### config.mk
export PLATFORM = sky130hd
export DESIGN_NAME = bs_sort4_ctrl
export DESIGN_NICKNAME = d
export VERILOG_FILES = /design/src/rtl/bs_sort4_ctrl_pkg.sv /design/src/rtl/BS_4_comp4.sv /design/src/rtl/bs_sort4_ctrl.sv
export SDC_FILE = /design/constraint.sdc
export NUM_CORES = 1
export LEC_CHECK = 0
export ABC_AREA = 1
export CAP_MARGIN = 10
export CORE_MARGIN = 5
export CORE_UTILIZATION = 30
export CTS_CLUSTER_DIAMETER = 80
export DETAILED_ROUTE_END_ITERATION = 8
export GPL_TIMING_DRIVEN = 0
export HOLD_SLACK_MARGIN = 0.02
export PLACE_DENSITY_LB_ADDON = 0.05
export RECOVER_POWER = 50
export SLEW_MARGIN = 20
export SYNTH_ARGS = -nofsm -noshare
export SYNTH_HDL_FRONTEND = slang
export SYNTH_SLANG_ARGS = --single-unit
export TNS_END_PERCENT = 1
### constraint.sdc
create_clock -name clk -period 3.4 [get_ports clk]
set_input_delay 0.68 -clock clk [delete_from_list [all_inputs] [get_ports clk]]
set_output_delay 0.68 -clock clk [all_outputs]
set_load 0.05 [all_outputs]
### src/rtl/bs_sort4_ctrl_pkg.sv
// rtl/bs_sort4_ctrl_pkg.sv - shared state encoding and geometry for the 4-element sorter
package bs_sort4_ctrl_pkg;

  localparam int ELEM_W = 4;
  localparam int ELEM_N = 4;

  typedef enum logic [1:0] {
    ST_IDLE = 2'd0,
    ST_CMP  = 2'd1,
    ST_DONE = 2'd2
  } state_t;

endpackage

### src/rtl/BS_4_comp4.sv
// rtl/BS_4_comp4.sv - 4-bit unsigned magnitude comparator with LT/EQ/GT outputs
module BS_4_comp4 (
  input  logic [3:0] a_i,
  input  logic [3:0] b_i,
  output logic       lt_o,
  output logic       eq_o,
  output logic       gt_o
);

  // Purely combinational; exactly one of the three outputs is high.
  always_comb begin
    lt_o = (a_i < b_i);
    eq_o = (a_i == b_i);
    gt_o = (a_i > b_i);
  end

endmodule

### src/rtl/bs_sort4_ctrl.sv
// rtl/bs_sort4_ctrl.sv - bubble sort of four 4-bit values on one shared comparator
module bs_sort4_ctrl
  import bs_sort4_ctrl_pkg::*;
(
  input  logic        clk,
  input  logic        rst,
  input  logic        start,
  input  logic        dir,
  input  logic [15:0] d,
  output logic [15:0] q,
  output logic        busy,
  output logic        done,
  output logic [2:0]  swap_count
);

  state_t                         state_q, state_d;
  logic [ELEM_N-1:0][ELEM_W-1:0]  r_q, r_d;
  logic                           dir_q, dir_d;
  logic [1:0]                     idx_q, idx_d;
  logic [1:0]                     pass_q, pass_d;
  logic                           swapped_q, swapped_d;
  logic [2:0]                     cnt_q, cnt_d;

  logic [ELEM_W-1:0]              cmp_a, cmp_b;
  logic                           cmp_lt, cmp_eq, cmp_gt;
  logic                           swap;
  logic                           pass_dirty;
  logic                           last_idx;

  // Pair select: the comparator always sees the neighbours at idx and idx+1.
  always_comb begin
    cmp_a = r_q[idx_q];
    cmp_b = r_q[idx_q + 2'd1];
  end

  BS_4_comp4 u_comp (
    .a_i  (cmp_a),
    .b_i  (cmp_b),
    .lt_o (cmp_lt),
    .eq_o (cmp_eq),
    .gt_o (cmp_gt)
  );

  // Swap only on a strict out-of-order result; equal keys stay put, keeping the sort stable.
  always_comb begin
    swap       = !cmp_eq && (dir_q ? cmp_lt : cmp_gt);
    pass_dirty = swapped_q || swap;
    last_idx   = (idx_q == (2'd2 - pass_q));
  end

  // Next-state and datapath updates: load on start, one compare per CMP cycle, early exit on a clean pass.
  always_comb begin
    state_d   = state_q;
    r_d       = r_q;
    dir_d     = dir_q;
    idx_d     = idx_q;
    pass_d    = pass_q;
    swapped_d = swapped_q;
    cnt_d     = cnt_q;
    case (state_q)
      ST_IDLE: begin
        if (start) begin
          r_d       = d;
          dir_d     = dir;
          cnt_d     = 3'd0;
          idx_d     = 2'd0;
          pass_d    = 2'd0;
          swapped_d = 1'b0;
          state_d   = ST_CMP;
        end
      end
      ST_CMP: begin
        if (swap) begin
          r_d[idx_q]        = cmp_b;
          r_d[idx_q + 2'd1] = cmp_a;
          cnt_d             = cnt_q + 3'd1;
        end
        if (last_idx) begin
          if (!pass_dirty || (pass_q == 2'd2)) begin
            state_d = ST_DONE;
          end else begin
            pass_d    = pass_q + 2'd1;
            idx_d     = 2'd0;
            swapped_d = 1'b0;
          end
        end else begin
          idx_d     = idx_q + 2'd1;
          swapped_d = pass_dirty;
        end
      end
      ST_DONE: begin
        state_d = ST_IDLE;
      end
      default: begin
        state_d = ST_IDLE;
      end
    endcase
  end

  // State and datapath registers; reset clears everything so q reads zero.
  always_ff @(posedge clk or posedge rst) begin
    if (rst) begin
      state_q   <= ST_IDLE;
      r_q       <= '0;
      dir_q     <= 1'b0;
      idx_q     <= 2'd0;
      pass_q    <= 2'd0;
      swapped_q <= 1'b0;
      cnt_q     <= 3'd0;
    end else begin
      state_q   <= state_d;
      r_q       <= r_d;
      dir_q     <= dir_d;
      idx_q     <= idx_d;
      pass_q    <= pass_d;
      swapped_q <= swapped_d;
      cnt_q     <= cnt_d;
    end
  end

  assign q          = r_q;
  assign busy       = (state_q != ST_IDLE);
  assign done       = (state_q == ST_DONE);
  assign swap_count = cnt_q;

endmodule
==> Yosys cells after proc, flatten, opt, wreduce, memory -nomap -nowiden <==
Index checks and enable logic that the tools add are counted.
{ "word_totals": {"output_inout_bits": 21, "regBits": 27} }
{ "op_classes": {"muxes": 32, "n_eq_ne": 11, "add_sub_neg": 4, "reduce_logical": 15, "n_lt_le_gt_ge": 6} }
{ "op_table": {"columns": ["operator", "count"], "rows": [
  ["bitwise mux 16 bit", 2],
  ["2-to-1 mux 16 bit", 2],
  ["case mux 16 bit (2 select lines)", 1],
  ["binary-select mux 4 bit (select 2 bit)", 2],
  ["demux 4 bit (select 2 bit)", 2],
  ["2-to-1 mux 2 bit", 8],
  ["2-to-1 mux 4 bit", 4],
  ["case mux 2 bit (2 select lines)", 3],
  ["inequality test 2 bit, second input constant", 5],
  ["AND reduction 3 bit", 3],
  ["< comparator 2 x 3 -> 1 bit, second input constant", 2],
  ["2-to-1 mux 3 bit", 2],
  ["case mux 3 bit (2 select lines)", 1],
  ["adder 2 x 1 -> 2 bit, second input constant", 2],
  ["equality test 2 bit, second input constant", 2],
  ["equality test 4 bit", 1],
  ["greater-or-equal comparator 2 x 1 -> 1 bit, second input constant", 2],
  ["> comparator 4 bit", 1],
  ["< comparator 4 bit", 1],
  ["2-to-1 mux 1 bit", 4],
  ["AND reduction 4 bit", 1],
  ["nonzero test 2 bit", 2],
  ["adder 3 x 1 -> 3 bit, second input constant", 1],
  ["logical AND 1 bit", 3],
  ["9 further kinds", 11]
]} }

==> Depth between registers and ports, before layout <==
{ "logic_depth": {"depth_word": 12, "mapped_depth": 21} }

==> By module <==
Synthesis repeated with hierarchy kept, for this count alone.
{ "hier_totals": {"hier_cells": 334, "area_unflattened_um2": 2164.6} }
{ "by_module_without_submodules": {"columns": ["module", "n_inst", "cells_each", "area_each_um2"], "rows": [
  ["bs_sort4_ctrl", 1, 314, 2049.5],
  ["BS_4_comp4", 1, 20, 115.1]
]} }

==> Least setup slack after synthesis <==
No wires, ideal clock.
{ "synth_timing": {"path_type": "register to register", "startpoint": "register idx_q[0]", "endpoint": "register r_q (netlist bit q[13])", "stages_incl_launch_ff": 16, "synth_period_minus_slack_ps": 2449, "arrival_ps": 2327, "setup_time_ps": 123, "required_ps": 3277, "path_buffers": 1, "slack_ps": 951, "cell_sequence": "dfrtp_1 > inv_2 > buf_6 > ha_1 > inv_1 > nand3_1 > nand2_1 > ha_1 > a21oi_1 > nand2_1 > nand2_1 > nand4_4 > nand2_8 > nand2_4 > nand2_1 > o21ai_1"} }
{ "synth_between": {"elab_chain_len": 8} }
{ "synth_rtl": {"columns": ["element", "line_no", "text"], "rows": [
  ["from (decl)", "bs_sort4_ctrl.sv:19", "logic [1:0] idx_q, idx_d;"],
  ["from (signal assigned)", "bs_sort4_ctrl.sv:114", "idx_q <= idx_d;"],
  ["adder 2 x 1 -> 2 bit, or another cell as far along", "bs_sort4_ctrl.sv:33, bs_sort4_ctrl.sv:75", null],
  ["binary-select mux 4 bit (select 2 bit), or another cell as far along", "bs_sort4_ctrl.sv:33", "cmp_b = r_q[idx_q + 2'd1];"],
  ["2-to-1 mux 4 bit (not written as such), or another cell as far along", "bs_sort4_ctrl.sv:33", null],
  ["> comparator 4 bit, or another cell as far along", "BS_4_comp4.sv:14", "gt_o = (a_i > b_i);"],
  ["2-to-1 mux 1 bit, or another cell as far along", "bs_sort4_ctrl.sv:46", "swap = !cmp_eq && (dir_q ? cmp_lt : cmp_gt);"],
  ["logical AND 1 bit / bitwise mux 16 bit (equally long branches)", "bs_sort4_ctrl.sv:46, bs_sort4_ctrl.sv:75", null],
  ["inequality test 2 bit (no line) / 2-to-1 mux 16 bit (equally long branches)", null, null],
  ["AND reduction 3 bit (no line) / case mux 16 bit (2 select lines) (equally long branches)", null, null],
  ["to (signal assigned)", "bs_sort4_ctrl.sv:112", "r_q <= r_d;"],
  ["to (decl)", "bs_sort4_ctrl.sv:17", "logic [ELEM_N-1:0][ELEM_W-1:0] r_q, r_d;"]
]} }
Several ways; a longest one is shown, not always the timed one. The select of a mux whose other input is x is not followed.
A chain may end at the register's enable or synchronous reset.

==> Final worst setup path <==
{ "layout_timing": {"startpoint": "register idx_q[1]", "endpoint": "register idx_q[1]"} }
{ "layout_between": {"elab_chain_len": 11} }
{ "layout_rtl": {"columns": ["element", "line_no", "text"], "rows": [
  ["adder 2 x 1 -> 2 bit", "bs_sort4_ctrl.sv:33, bs_sort4_ctrl.sv:87", null],
  ["binary-select mux 4 bit (select 2 bit)", "bs_sort4_ctrl.sv:33", null],
  ["2-to-1 mux 4 bit (not written as such)", "bs_sort4_ctrl.sv:33", null],
  ["> comparator 4 bit, or another cell as far along", "BS_4_comp4.sv:14", null],
  ["2-to-1 mux 1 bit / logical NOT 1 bit (equally long branches)", "bs_sort4_ctrl.sv:46", null],
  ["logical AND 1 bit", "bs_sort4_ctrl.sv:46", null],
  ["logical OR 1 bit", "bs_sort4_ctrl.sv:47", "pass_dirty = swapped_q || swap;"],
  ["logical NOT 1 bit", "bs_sort4_ctrl.sv:79", "if (!pass_dirty || (pass_q == 2'd2)) begin"],
  ["logical OR 1 bit", "bs_sort4_ctrl.sv:79", null],
  ["inequality test 3 bit (no line)", null, null],
  ["AND reduction 3 bit (no line)", null, null]
]} }
Several ways; a longest one is shown, not always the timed one. The select of a mux whose other input is x is not followed.

==> qor.yml <==
grt_use_total_pct: 14.7
min_period_ps: 3000
ys_seq_area_share_pct: 33.5
critPathMaxFanout: 7
rsz0062_at_grt: "no"
ant_nets: 0
netlist_area_um2: 2020
vias: 1878
dieHeight_um: 92.0
cap_violations: 0
clock-sinks: 27
finalCritPeriodShare_pct: 88.4
async_flop_share_pct: 100
final_hold_viol_count: 0
initial_core_util_pct: 30.2
slew_violations: 0
fin_tns_setup_ps: 0
ys_top_cells_by_area: "dfrtp_1 33%, nand2_1 14%, mux2i_1 7.9%, nand3_1 7.7%, ha_1 6.2%"
rows: 30
ys.flop_type: "dfrtp_1"
min_path_type: "reg -> reg"
synthCells: 259
yosysUniqueCellTypes: 27
slowest_stage: "dfrtp_1"
skew_ps: 2.12
grt_start_max_net_pins: 28
fmax_ghz: 0.333
endpoint_kind: "flip-flop"
synth.avg_cell_area_um2: 7.80
viasPerCell: 4.90
max_slew.worst_pin.slew_ps: 1100
slew-limit-headroom_pct: 26.6
cts_tree: "done"
clk_pin_slew_ps: 100
yosys.area.top_type: "dfrtp_1"
clockRootBuffer: "clkbuf_8"
worstPathRequired_ps: 3570
core_um2: 6680
first_pass_iters: 4
fin_nets: 334
cp.arrival_ps: 3180
drc_errors: 0
setup_viol: 0
path_class: "reg -> reg"
syn_to_final_growth_pct: 26.9
status: "completed"
dp_hpwl_um: 4470
stdcell_area_um2: 2560
first_iter_violations: 88
post_cts_resized: 0
synth_nets: 289
ys_warn_count: 0
grt_pass1_vias: 1915
grt_antenna_before_repair: 0
gp_congestion: 0.823
yosysTopAreaCellShare_pct: 33.5
cpPeakStageDelay_ps: 420
cts.path.max_buffers: 2
post_cts_buffers: 0
die_area_um2: 8470
grt_pass1_wl_um: 9770
drt-total-wl_um: 5860
crit_path_cell_trace: "buf_4 > inv_1 > ha_1 > inv_1 > nand3_1 > nand2_1 > ha_1 > a21oi_1 > nand2_1 > nand2_1 > nand3_1 > nand2_1 > nand3_1 > nand3_1 > o21ai_1"
synth.most_common_cell: "nand2_1"
cts-htree-levels: 1
numCtsBuffers: 3
synth_top_cells_by_count: "75 x nand2_1, 31 x nand3_1, 27 x dfrtp_1"
dpl_cell_area_um2: 2520
crit_path_start_kind: "flip-flop"
hold_buffers: 0
io_buffers: 40
r2r_slack_ps: 400
ios: 41
diodes: 0
drive_above_1_share_pct: 11.9
synth_edf_count: 0
wl_per_cell_um: 15.3
synth_seq_cells: 27
die_w_um: 92.0
grt_remaining_overflow: 0
insertion_delay_ps: 280
[cells by family after synthesis]
logic type | share of synthesized area [%]
compound gates | 11.3
fa+ha+maj | 6.20
xor+xnor | 0.434
mux | 7.93
simple gates | 32.3
flops | 33.5
buf+inv | 8.36
[registers in the layout (all words and copies together), names as in the netlist]
signal	cells
pass_q	2
q	16
swap_count	3
swapped_q	1
dir_q	1
state_q	2
idx_q	2
[cell usage in the layout, fill, tap and decap left out, types with 4 or more instances in the layout]
| cell type | synthesis | routed |
|---|---|---|
| o21ai_1 | 18 | 18 |
| nand2_1 | 75 | 75 |
| mux2i_1 | 16 | 16 |
| o22ai_1 | 16 | 16 |
| inv_1 | 21 | 21 |
| dlygate4sd3_1 | 0 | 10 |
| nand2_2 | 8 | 8 |
| dfrtp_1 | 27 | 27 |
| nand2_4 | 4 | 4 |
| nor2_1 | 6 | 7 |
| nand3_1 | 31 | 31 |
| ha_1 | 10 | 10 |
| inv_2 | 4 | 4 |
| clkdlybuf4s50_1 | 0 | 30 |
| nand3_2 | 4 | 4 |
[worst max-delay path: cells and delay by family (launching register included)]
kind	cells	cell delay (ps)
AOI/OAI and AO/OA	2	260
adders and majority gates	2	620
buffers and inverters	3	580
DFF	1	420
and+or+nand+nor	8	1000
[final cells by class]
class	count	area [µm²]
fillers	717	4120
inverters	26	103
flip-flops and latches	27	676
plain buffers	7	66.3
repair buffers	40	400
well taps	80	100
multi-input cells	199	1170
clock buffers	4	45.0
[metrics by stage]
stage	hold slack, ps	util, %	setup slack [ps]	cells
after floorplan	446	-	951	259
after global placement	479	37.7	383	379
after detailed placement	479	37.7	400	379
after CTS	504	38.4	380	383
after global routing	542	38.4	161	383
final	502	38.4	396	383
[per-layer routing]
metal	global-route usage (%)	vias up	share of wire, %
met5	0	-	0
met4	3.71	0	1.3
met3	1.97	7	5.0
met2	25.2	52	47
met1	19.5	860	47
li1	-	959	-
[worst paths after layout]
kind / from / end / depth (start not counted)
setup / recovery: idx_q[1] / idx_q[1] / 15
hold / removal: pass_q[1] / pass_q[1] / 2
setup reg to reg: idx_q[1] / idx_q[1] / 15
hold reg to reg: pass_q[1] / pass_q[1] / 2
max in group asynchronous: rst / q[0] / 2
min in group asynchronous: rst / swap_count[2] / 2
Power is not shown: default switching activity piles up to over one toggle a cycle in this logic, so the estimate is an artifact.
